## config.mk

```make
export PLATFORM = sky130hd
export DESIGN_NAME = pulse_spacer
export DESIGN_NICKNAME = d
export VERILOG_FILES = /design/src/rtl/pulse_spacer.sv
export SDC_FILE = /design/constraint.sdc
export NUM_CORES = 1
export LEC_CHECK = 0
export ABC_AREA = 1
export BUFFER_PORTS_ARGS = -buffer_cell sky130_fd_sc_hd__buf_2
export CORE_MARGIN = 5
export CORE_UTILIZATION = 25
export CTS_CLUSTER_SIZE = 8
export DETAILED_ROUTE_END_ITERATION = 10
export GPL_ROUTABILITY_DRIVEN = 1
export GPL_TIMING_DRIVEN = 1
export REMOVE_ABC_BUFFERS = 1
export SYNTH_ARGS = -nofsm -noshare
export SYNTH_HDL_FRONTEND = slang
export SYNTH_SLANG_ARGS = --single-unit
```

## constraint.sdc

```tcl
create_clock -name CLK -period 3.4 [get_ports CLK]
set_clock_uncertainty 0.1 [all_clocks]
set_input_delay 0.34 -clock CLK [delete_from_list [all_inputs] [get_ports CLK]]
set_output_delay 0.34 -clock CLK [all_outputs]
set_load 0.02 [all_outputs]
```

## src/rtl/pulse_spacer.sv

```systemverilog
// pulse_spacer: queues single-cycle events and re-emits them at least
// GAP cycles apart so a counter-based pulse synchronizer never coalesces.
module pulse_spacer #(
  parameter int GAP       = 140,
  parameter int CNT_WIDTH = 8
) (
  input  logic                 CLK,
  input  logic                 RST,
  input  logic                 PULSE_IN,
  input  logic                 CLR_OVF,
  output logic                 PULSE_OUT,
  output logic [CNT_WIDTH-1:0] PENDING,
  output logic                 BUSY,
  output logic                 OVERFLOW
);

  typedef enum logic {S_IDLE, S_GAP} state_t;

  localparam logic [15:0] GAP_LOAD = 16'(GAP - 1);
  localparam logic [CNT_WIDTH-1:0] PEND_MAX = '1;
  localparam logic [CNT_WIDTH-1:0] PEND_ONE = CNT_WIDTH'(1);

  state_t      state;
  state_t      state_nxt;
  logic [15:0] gap_cnt;
  logic        has_pend;
  logic        emit;
  logic        dec;
  logic        accept;
  logic        drop;
  logic        inc;

  // A direct emit with nothing queued consumes PULSE_IN itself.
  always_comb begin
    has_pend = (PENDING != '0);
    emit     = (state == S_IDLE) && (has_pend || PULSE_IN);
    dec      = emit && has_pend;
    accept   = PULSE_IN && !(emit && !has_pend);
    drop     = accept && (PENDING == PEND_MAX) && !dec;
    inc      = accept && !drop;
  end

  always_ff @(posedge CLK) begin
    if (RST) state <= S_IDLE;
    else     state <= state_nxt;
  end

  always_comb begin
    state_nxt = state;
    unique case (state)
      S_IDLE: if (emit) state_nxt = S_GAP;
      S_GAP:  if (gap_cnt <= 16'd1) state_nxt = S_IDLE;
    endcase
  end

  // Counter runs GAP-1 cycles in S_GAP, so IDLE returns at emit+GAP.
  always_ff @(posedge CLK) begin
    if (RST) begin
      PULSE_OUT <= 1'b0;
      gap_cnt   <= '0;
      PENDING   <= '0;
      OVERFLOW  <= 1'b0;
    end else begin
      PULSE_OUT <= emit;
      if (emit)
        gap_cnt <= GAP_LOAD;
      else if (state == S_GAP)
        gap_cnt <= gap_cnt - 16'd1;
      if (inc && !dec)
        PENDING <= PENDING + PEND_ONE;
      else if (dec && !inc)
        PENDING <= PENDING - PEND_ONE;
      if (drop)
        OVERFLOW <= 1'b1;
      else if (CLR_OVF)
        OVERFLOW <= 1'b0;
    end
  end

  always_comb begin
    BUSY = (state == S_GAP) || (PENDING != '0);
  end

endmodule

```

==> results of run 1 <==
[flip-flops by register name (all words and copies together), names as in the netlist]
signal,count
OVERFLOW,1
PENDING,8
gap_cnt,16
state,1
PULSE_OUT,1
[per-layer routing]
metal / GRT usage / part of all wire / vias to the layer above
li1: - / - / 860
met1: 0.124 / 0.49 / 712
met2: 0.160 / 0.44 / 24
met3: 0.0329 / 0.063 / 2
met4: 0.0181 / 0.0056 / 0
met5: 0 / 0 / -
[metrics by stage]
step,hold WS (ps),power (mW)
finish,200,1.52
global placement,358,1.33
floorplan,309,1.13
detailed placement,361,1.34
CTS,205,1.53
global route,206,1.68
[cells in the final DEF (no fill, tap or decap), types with 2 or more instances in the layout]
cell,n
nor2_2,4
xnor2_1,3
inv_1,36
and2_1,2
or2_1,2
nand3b_1,3
ha_1,10
nand3_1,15
a21oi_2,6
a21oi_1,15
nand2_2,5
inv_2,6
or2_0,2
nand2_1,66
nor2_4,2
buf_2,14
nand4_1,6
xor2_1,5
clkbuf_8,3
dfxtp_1,27
o21ai_1,4
o21ai_0,4
nor2_1,36
[worst min path at each step]
stage               slack, ps        to  cells past startpoint  startpoint
finish                    200  OVERFLOW                      4     CLR_OVF
global route              210  OVERFLOW                      4     CLR_OVF
CTS                       210  OVERFLOW                      4     CLR_OVF
detailed placement        360  OVERFLOW                      2    OVERFLOW
global placement          360  OVERFLOW                      2    OVERFLOW
floorplan                 310  OVERFLOW                      1         RST
[layout make-up]
type                            count  area share
Multi-Input combinational cell    194       0.525
Sequential cell                    27       0.274
Inverter                           42      0.0798
Tap cell                           96      0.0608
Timing Repair Buffer               14      0.0355
Clock buffer                        3      0.0209
Clock inverter                      1     0.00380
[power by group]
group / total, mW / switching (mW) / internal (mW)
Clock: 0.191 / 0.108 / 0.0834
Sequential: 0.458 / 0.0795 / 0.379
Combinational: 0.868 / 0.550 / 0.318
Total: 1.52 / 0.738 / 0.780
[worst max-delay path: stages (launching register included)]
cell     delay, ps
dfxtp_1        380
nor2_1         100
nand3_1         80
nor2_2         150
inv_2           50
nor2_1         170
nor2_1          80
ha_1           240
inv_1          200
ha_1           330
nand2_1        120
inv_1           50
a21oi_1        250
nand3_1        110
nand2_1         80
nand2_1         40
a21oi_1        110
[cells by family after synthesis]
| logic type | count (synthesis) |
|---|---|
| DFF | 27 |
| and+or+nand+nor | 144 |
| AOI/OAI and AO/OA | 31 |
| xor gates and xnor gates | 8 |
| buffers and inverters | 46 |
| adders and majority gates | 11 |
==> metrics.cfg, run 1 <==
[floorplanning]
die_x_um = 93.9
std_cell_rows = 30
io_pins = 15
die-area_mm2 = 0.00881
start_util = 0.258
core_mm2 = 0.00683
die_h_um = 93.9

[layout]
fin_area_mm2 = 0.00197
drive_gt1_frac = 0.146
fin_cells = 377
diodes = 0
multi_input_area_mm2 = 0.00104
seq_area_um2 = 541
fin_util = 0.289
fill_cells = 794
nets = 297
syn_to_final_growth_pct = 12.2

[placed_design]
gp_congestion = 0.886
port_buffers = 14
dp_slack_ps = 733
placed_cell_area_mm2 = 0.00193
dp.cells = 373
dp_hpwl_um = 3100

[setup_path]
r2r_end = PENDING[7]
reg2reg_from = PENDING[4]
startpoint_type = flop
reg2reg_depth = 16
worstPathRequired_ps = 3520
path_max_fanout = 7
crit_end = PENDING[7]
cp_data_arrival_time_ps = 2830
cp-end-kind = flop
critical_path_class = reg -> reg
cp-startpoint = PENDING[4]
reg2reg_slack_ps = 690

[sta]
final.setup.tns_ps = 0
fin_crit_sh = 0.796
hold_violations = 0
finalCriticalPeriod_ps = 2710
maxSlewViolCount = 0
fmax_mhz = 370
slew_headroom = 0.717
finalWorstSetupSlack_ps = 695
setup_viol = 0
rsz0062_at_grt = no
tightest_slew_ps = 423

[cts]
cts_inserted_buffers = 3
cts_tree = yes
hold_buffers = 0
clkSinkCount = 27
clock_latency_ps = 280
cts_max_path_buffers = 2
cts_resized = 0
post-cts-setup-buffers = 0
clk_pin_slew_ps = 100
root_buffer = clkbuf_8
htree_levels = 1

[global_route]
grt_overflow = 0
grt_pass1_wl_um = 7000
grt_usage = 0.0971
antenna_found_initial = 0
grt_max_degree = 17
grt_pass1_vias = 1565

[run]
cap_violations = 0

[route]
dr.pass1.iters = 4
via_count = 1598
wirelength_um = 3900
wl_per_cell_um = 10.3
drc_errors = 0
dr.first_iter.drc_count = 48
via_per_inst = 4.24
ant_nets = 0

[logic_synthesis]
synth.yosys.seq_area_share = 0.307
synthMostInstantiatedCell = nand2_1
synthXorXnorAreaFrac = 0.0398
ys.flop_type = dfxtp_1
syn_inst = 267
syn-cell-area_mm2 = 0.00176
synthAdderAreaFrac = 0.0825
synth_top_family_by_area = simple AND/OR/NAND/NOR gates
ys_warn_count = 0
yosys-top-cells-count = 66 x nand2_1, 36 x inv_1, 36 x nor2_1
synthDistinctLibCells = 28
synthArstFlopShare = 0
synth_edf_count = 0
synth-compound-area-share = 0.104
synth-simple-area-share = 0.363
syn-mean-instance-area_um2 = 6.59
synth.area.mux_share = 0
synthTopCellsByArea = dfxtp_1 31%, nand2_1 14%, inv_1 7.7%, nor2_1 7.7%, ha_1 7.1%
synth_top_area_cell = dfxtp_1
yosys_register_bits = 27
synth_top_area_share = 0.307

[pwr]
ir_worst_vdd_v = 0.000352
cellPowerDensity_mw_per_mm2 = 769
leakagePower_nw = 0.962

[run_status]
status = finished, final reports clean

[worst_hold_path]
holdCritPathClass = in -> reg

(Power assumes the default switching activity.)
==> run 2: changes to the inputs <==
- ABC_AREA: 1 -> 0
- clock period: 3.4 -> 2.44 ns (I/O delays scaled with it)
==> run 2 against run 1 <==
  * The run now ends with setup timing left
  * Setup slack got worse by 1100 ps
  * Hold slack got worse by 88 ps
  * Utilization increased by 9.1 points
  * Critical path type unchanged
  * Critical endpoint unchanged
==> metrics.cfg, run 2 <==
[run_status]
status = finished with violations
violations = setup timing

[floorplanning]
core_mm2 = 0.00561
start_util = 0.261
std_cell_rows = 27
io_pins = 15
die-area_mm2 = 0.00747
die_x_um = 86.5
die_h_um = 86.5

[logic_synthesis]
syn-cell-area_mm2 = 0.00146
synthTopCellsByArea = dfxtp_1 37%, ha_1 8.6%, nor2_1 6.2%, xor2_1 4.8%, a21oi_1 3.8%
yosys_register_bits = 27
synth_top_area_cell = dfxtp_1
yosys-top-cells-count = 27 x dfxtp_1, 24 x nor2_1, 12 x nand2_1
syn-mean-instance-area_um2 = 8.60
syn_inst = 170
ys_warn_count = 0
synth.yosys.seq_area_share = 0.370
synthArstFlopShare = 0
synthDistinctLibCells = 42
synth_top_area_share = 0.370
ys.flop_type = dfxtp_1
synthMostInstantiatedCell = dfxtp_1
synth_edf_count = 0

[layout]
largest-register = gap_cnt
reg_top3 = gap_cnt x16, PENDING x8
final_common_cell = buf_4
largest_register_ffs = 16
fin_util = 0.380
drive_gt1_frac = 0.392
nets = 233
diodes = 0
syn_to_final_growth_pct = 46.0
layout.cells.most_common_list = 29 x buf_4, 24 x nor2_1, 19 x dfxtp_1, 14 x buf_2, 11 x nand2_1

[sta]
fin_crit_sh = 1.18
maxSlewViolCount = 0
tightest_slew_ps = 407
finalWorstSetupSlack_ps = -440
setup_viol = 6
rsz0062_at_grt = yes
fmax_mhz = 347
finalCriticalPeriod_ps = 2880
slew_headroom = 0.729
hold_violations = 0

[setup_path]
reg2reg_slack_ps = -440
worstPathRequired_ps = 2520
startpoint_type = flop
cp-end-kind = flop
critical_path_class = reg -> reg
path_max_fanout = 5
reg2reg_from = PENDING[6]
reg2reg_depth = 13
cp_data_arrival_time_ps = 2960
r2r_end = PENDING[7]

[placed_design]
dp_hpwl_um = 2590
dp_slack_ps = -713
gp_congestion = 0.817
port_buffers = 14

[route]
dr.first_iter.drc_count = 57
wl_per_cell_um = 13.1
dr.pass1.iters = 6
ant_nets = 0
via_per_inst = 4.71
via_count = 1360
wirelength_um = 3800
drc_errors = 0

[cts]
cts_inserted_buffers = 3
cts_max_path_buffers = 2
cts_tree = yes
htree_levels = 1
root_buffer = clkbuf_8
clk_pin_slew_ps = 100
clock_latency_ps = 290
clkSinkCount = 27
hold_buffers = 0

[pwr]
leakagePower_nw = 0.882
cellPowerDensity_mw_per_mm2 = 1260
ir_worst_vdd_v = 0.000485

[worst_hold_path]
hold_start = CLR_OVF
holdCritPathClass = in -> reg
holdPathStages = 3
hold_end = OVERFLOW

[global_route]
grt_pass1_wl_um = 6470
antenna_found_initial = 0
grt_usage = 0.106
grt_pass1_vias = 1375
grt_max_degree = 18
grt_overflow = 0

[run]
cap_violations = 0

## run 2: cell types whose count changed after synthesis, moves of 5 or more
cell     before  now
nor2_1       36   24
inv_1        36    7
a21oi_2       6    0
nor3_1        1    6
nand2_1      66   12
nand3_1      15    4
nand2_2       5    0
inv_2         6    0
## run 2: metrics by stage
stage | instances | instance area, um^2 | total power, mW | hold WS (ps) | setup TNS (ps)
global placement | 282 | 1830 | 1.95 | 357 | -2900
detailed placement | 282 | 1830 | 1.96 | 369 | -3130
CTS | 288 | 2050 | 2.50 | 117 | -1520
finish | 289 | 2130 | 2.69 | 112 | -1720
floorplan | 165 | 1430 | 1.39 | 213 | -3040
global route | 289 | 2130 | 2.90 | 130 | -2860
## run 2: worst max-delay path, cell delays in order, from the launching register on
cell and delay (ps):
dfxtp_2 350, nor4_4 300, nand2_1 110, or2_4 250, and3_4 170, ha_4 170
inv_6 90, buf_6 130, ha_1 270, nand4_1 110, a21oi_1 60, o21a_1 190
o21bai_1 160, mux2_4 310
## run 2: kinds of logic after synthesis
logic type	count (synthesis)	share of synthesized area
AOI/OAI and AO/OA	34	0.150
buffers and inverters	12	0.0368
muxes	2	0.0146
and+or+nand+nor	73	0.264
adders and majority gates	11	0.0993
DFF	27	0.370
xor gates and xnor gates	11	0.0659
## run 2: cell type report
type                    instances  area (um^2)
clock buffers                   3         41.3
clock inverters                 1         8.76
fillers                       565         3470
inverters                       7         31.3
multi-input cells             131         1070
flip-flops and latches         27          551
well taps                      72         90.1
repair buffers                 48          344
## run 2: power by group
part           internal [mW]  switching [mW]  total, mW
logic                  0.925           0.854       1.78
registers              0.538          0.0918      0.630
clock network          0.120           0.159      0.279
total                   1.58            1.10       2.69
## run 2: how the worst max path moves through the flow
stage	depth (start not counted)	start	endpoint	slack, ps
floorplan	12	PENDING[0]	PENDING[7]	-900
global placement	12	PENDING[7]	PENDING[7]	-660
detailed placement	12	PENDING[7]	PENDING[7]	-710
CTS	12	PENDING[6]	PENDING[7]	-390
global route	13	PENDING[0]	PENDING[7]	-570
finish	13	PENDING[6]	PENDING[7]	-440
## run 2: layer usage
layer | vias to the layer above | part of all wire | track usage
met2 | 13 | 0.49 | 0.179
met5 | - | 0 | 0
met3 | 10 | 0.016 | 0.00760
met1 | 634 | 0.47 | 0.137
li1 | 703 | - | -
met4 | 0 | 0.029 | 0.0510
## run 2: repair_timing
action                     in CTS  in global routing
setup endpoints to repair       7                  7
buffers inserted                2                  1
resized for setup              37                 12
pin swaps                       9                  6
==> run 3: changes to the inputs <==
- SKIP_CTS_REPAIR_TIMING: unset -> 1
==> run 3 against run 2 <==
  * The flow still finishes with violations (setup timing)
  * Register-to-register slack worse by 50 ps
  * Sequential power about the same
  * Design area down 4.6%
  * Combinational power down 11%
  * Global-route usage down 1.2 points
  * Via count down 0.22%
  * Utilization down 1.8 points
  * Largest power group unchanged
==> metrics.cfg, run 3 (same netlist as run 2, synthesis figures left out) <==
[floorplanning]
die-area_mm2 = 0.00747
io_pins = 15
core_mm2 = 0.00561
die_h_um = 86.5
die_x_um = 86.5
start_util = 0.261
std_cell_rows = 27

[route]
wl_per_cell_um = 12.6
via_count = 1357
via_per_inst = 4.73
wirelength_um = 3620
dr.pass1.iters = 4
dr.first_iter.drc_count = 37
drc_errors = 0
ant_nets = 0

[setup_path]
cp-end-kind = flop
reg2reg_slack_ps = -490
reg2reg_from = PENDING[5]
r2r_end = PENDING[7]
crit_chain = buf_4 > nand4_1 > or3_4 > and3_4 > ha_4 > inv_4 > ha_4 > a21o_1 > a31o_2 > o21a_1 > o21bai_1 > mux2_4
crit_end = PENDING[7]
startpoint_type = flop
cp_data_arrival_time_ps = 3010
cp_common_cell = ha_4
cp_slowest_stage_delay_ps = 380
worst_path_max_delay_cell = dfxtp_2
worstPathRequired_ps = 2520
path_max_fanout = 5
reg2reg_depth = 12
cp-startpoint = PENDING[5]
critical_path_class = reg -> reg

[cts]
clkSinkCount = 27
clock_latency_ps = 290
cts_tree = yes
root_buffer = clkbuf_8
cts_max_path_buffers = 2
cts_inserted_buffers = 3
clk_pin_slew_ps = 100
htree_levels = 1

[placed_design]
dp_slack_ps = -713
port_buffers = 14
gp_congestion = 0.817
dp_hpwl_um = 2590

[sta]
setup_viol = 5
fmax_mhz = 341
finalCriticalPeriod_ps = 2930
slew_headroom = 0.727
hold_violations = 0
finalWorstSetupSlack_ps = -489
tightest_slew_ps = 409
maxSlewViolCount = 0
rsz0062_at_grt = yes
fin_crit_sh = 1.20

[pwr]
leakagePower_nw = 0.862
p_total_mw = 2.50
ir_worst_vdd_v = 0.000419
cellPowerDensity_mw_per_mm2 = 1230

[layout]
nets = 231
syn_to_final_growth_pct = 39.2
final_common_cell = buf_4
largest-register = gap_cnt
drive_gt1_frac = 0.381
fill_cells = 584
reg_top3 = gap_cnt x16, PENDING x8
largest_register_ffs = 16
layout.cells.most_common_list = 30 x buf_4, 24 x nor2_1, 19 x dfxtp_1, 14 x buf_2, 11 x nand2_1
diodes = 0

[global_route]
grt_pass1_vias = 1327
grt_overflow = 0
grt_usage = 0.0941
grt_max_degree = 18
grt_pass1_wl_um = 5820
antenna_found_initial = 0

[run_status]
status = finished with violations
violations = setup timing

[run]
cap_violations = 0

[worst_hold_path]
holdCritPathClass = in -> reg

## run 3: layer usage
metal / vias up / part of all wire / routed length, um / track usage
li1: 695 / - / - / -
met1: 632 / 0.47 / 1710 / 0.121
met2: 22 / 0.47 / 1720 / 0.154
met3: 8 / 0.028 / 100 / 0.00856
met4: 0 / 0.027 / 97 / 0.0524
met5: - / 0 / 0 / 0
## run 3: how the worst min path moves through the flow
stage | from | endpoint | slack, ps | depth (start not counted)
after floorplan | RST | OVERFLOW | 210 | 1
after global placement | OVERFLOW | OVERFLOW | 360 | 2
after detailed placement | OVERFLOW | OVERFLOW | 370 | 2
after CTS | CLR_OVF | OVERFLOW | 120 | 3
after global routing | CLR_OVF | OVERFLOW | 130 | 3
final | CLR_OVF | OVERFLOW | 110 | 3
## run 3: report_power, final
part	switching (mW)	leakage [nW]	internal (mW)
Combinational	0.774	0.611	0.817
Clock	0.161	0.0261	0.120
Sequential	0.0896	0.224	0.538
## run 3: final cells by class
cell class,count,area (um^2),share of cell area
multi-input cells,131,997,0.490
well taps,72,90.1,0.0443
clock buffers,3,41.3,0.0203
repair buffers,46,318,0.156
inverters,7,28.8,0.0141
clock inverters,1,8.76,0.00431
flip-flops and latches,27,551,0.271
## run 3: per-stage QoR
stage / TNS [ps] / utilization / cells / hold WS [ps] / area (um^2)
floorplan: -3040 / - / 165 / 213 / 1430
global placement: -2900 / 0.326 / 282 / 357 / 1830
detailed placement: -3130 / 0.326 / 282 / 369 / 1830
CTS: -3330 / 0.335 / 286 / 117 / 1880
global route: -2860 / 0.363 / 287 / 126 / 2030
finish: -1750 / 0.363 / 287 / 112 / 2030
## run 3: worst max-delay path: cells and delay by family, from the launching register on
| family | cells | cell delay, ps |
|---|---|---|
| DFF | 1 | 380 |
| muxes | 1 | 310 |
| AOI/OAI and AO/OA | 4 | 740 |
| and+or+nand+nor | 3 | 690 |
| buffers and inverters | 2 | 230 |
| adders and majority gates | 2 | 370 |
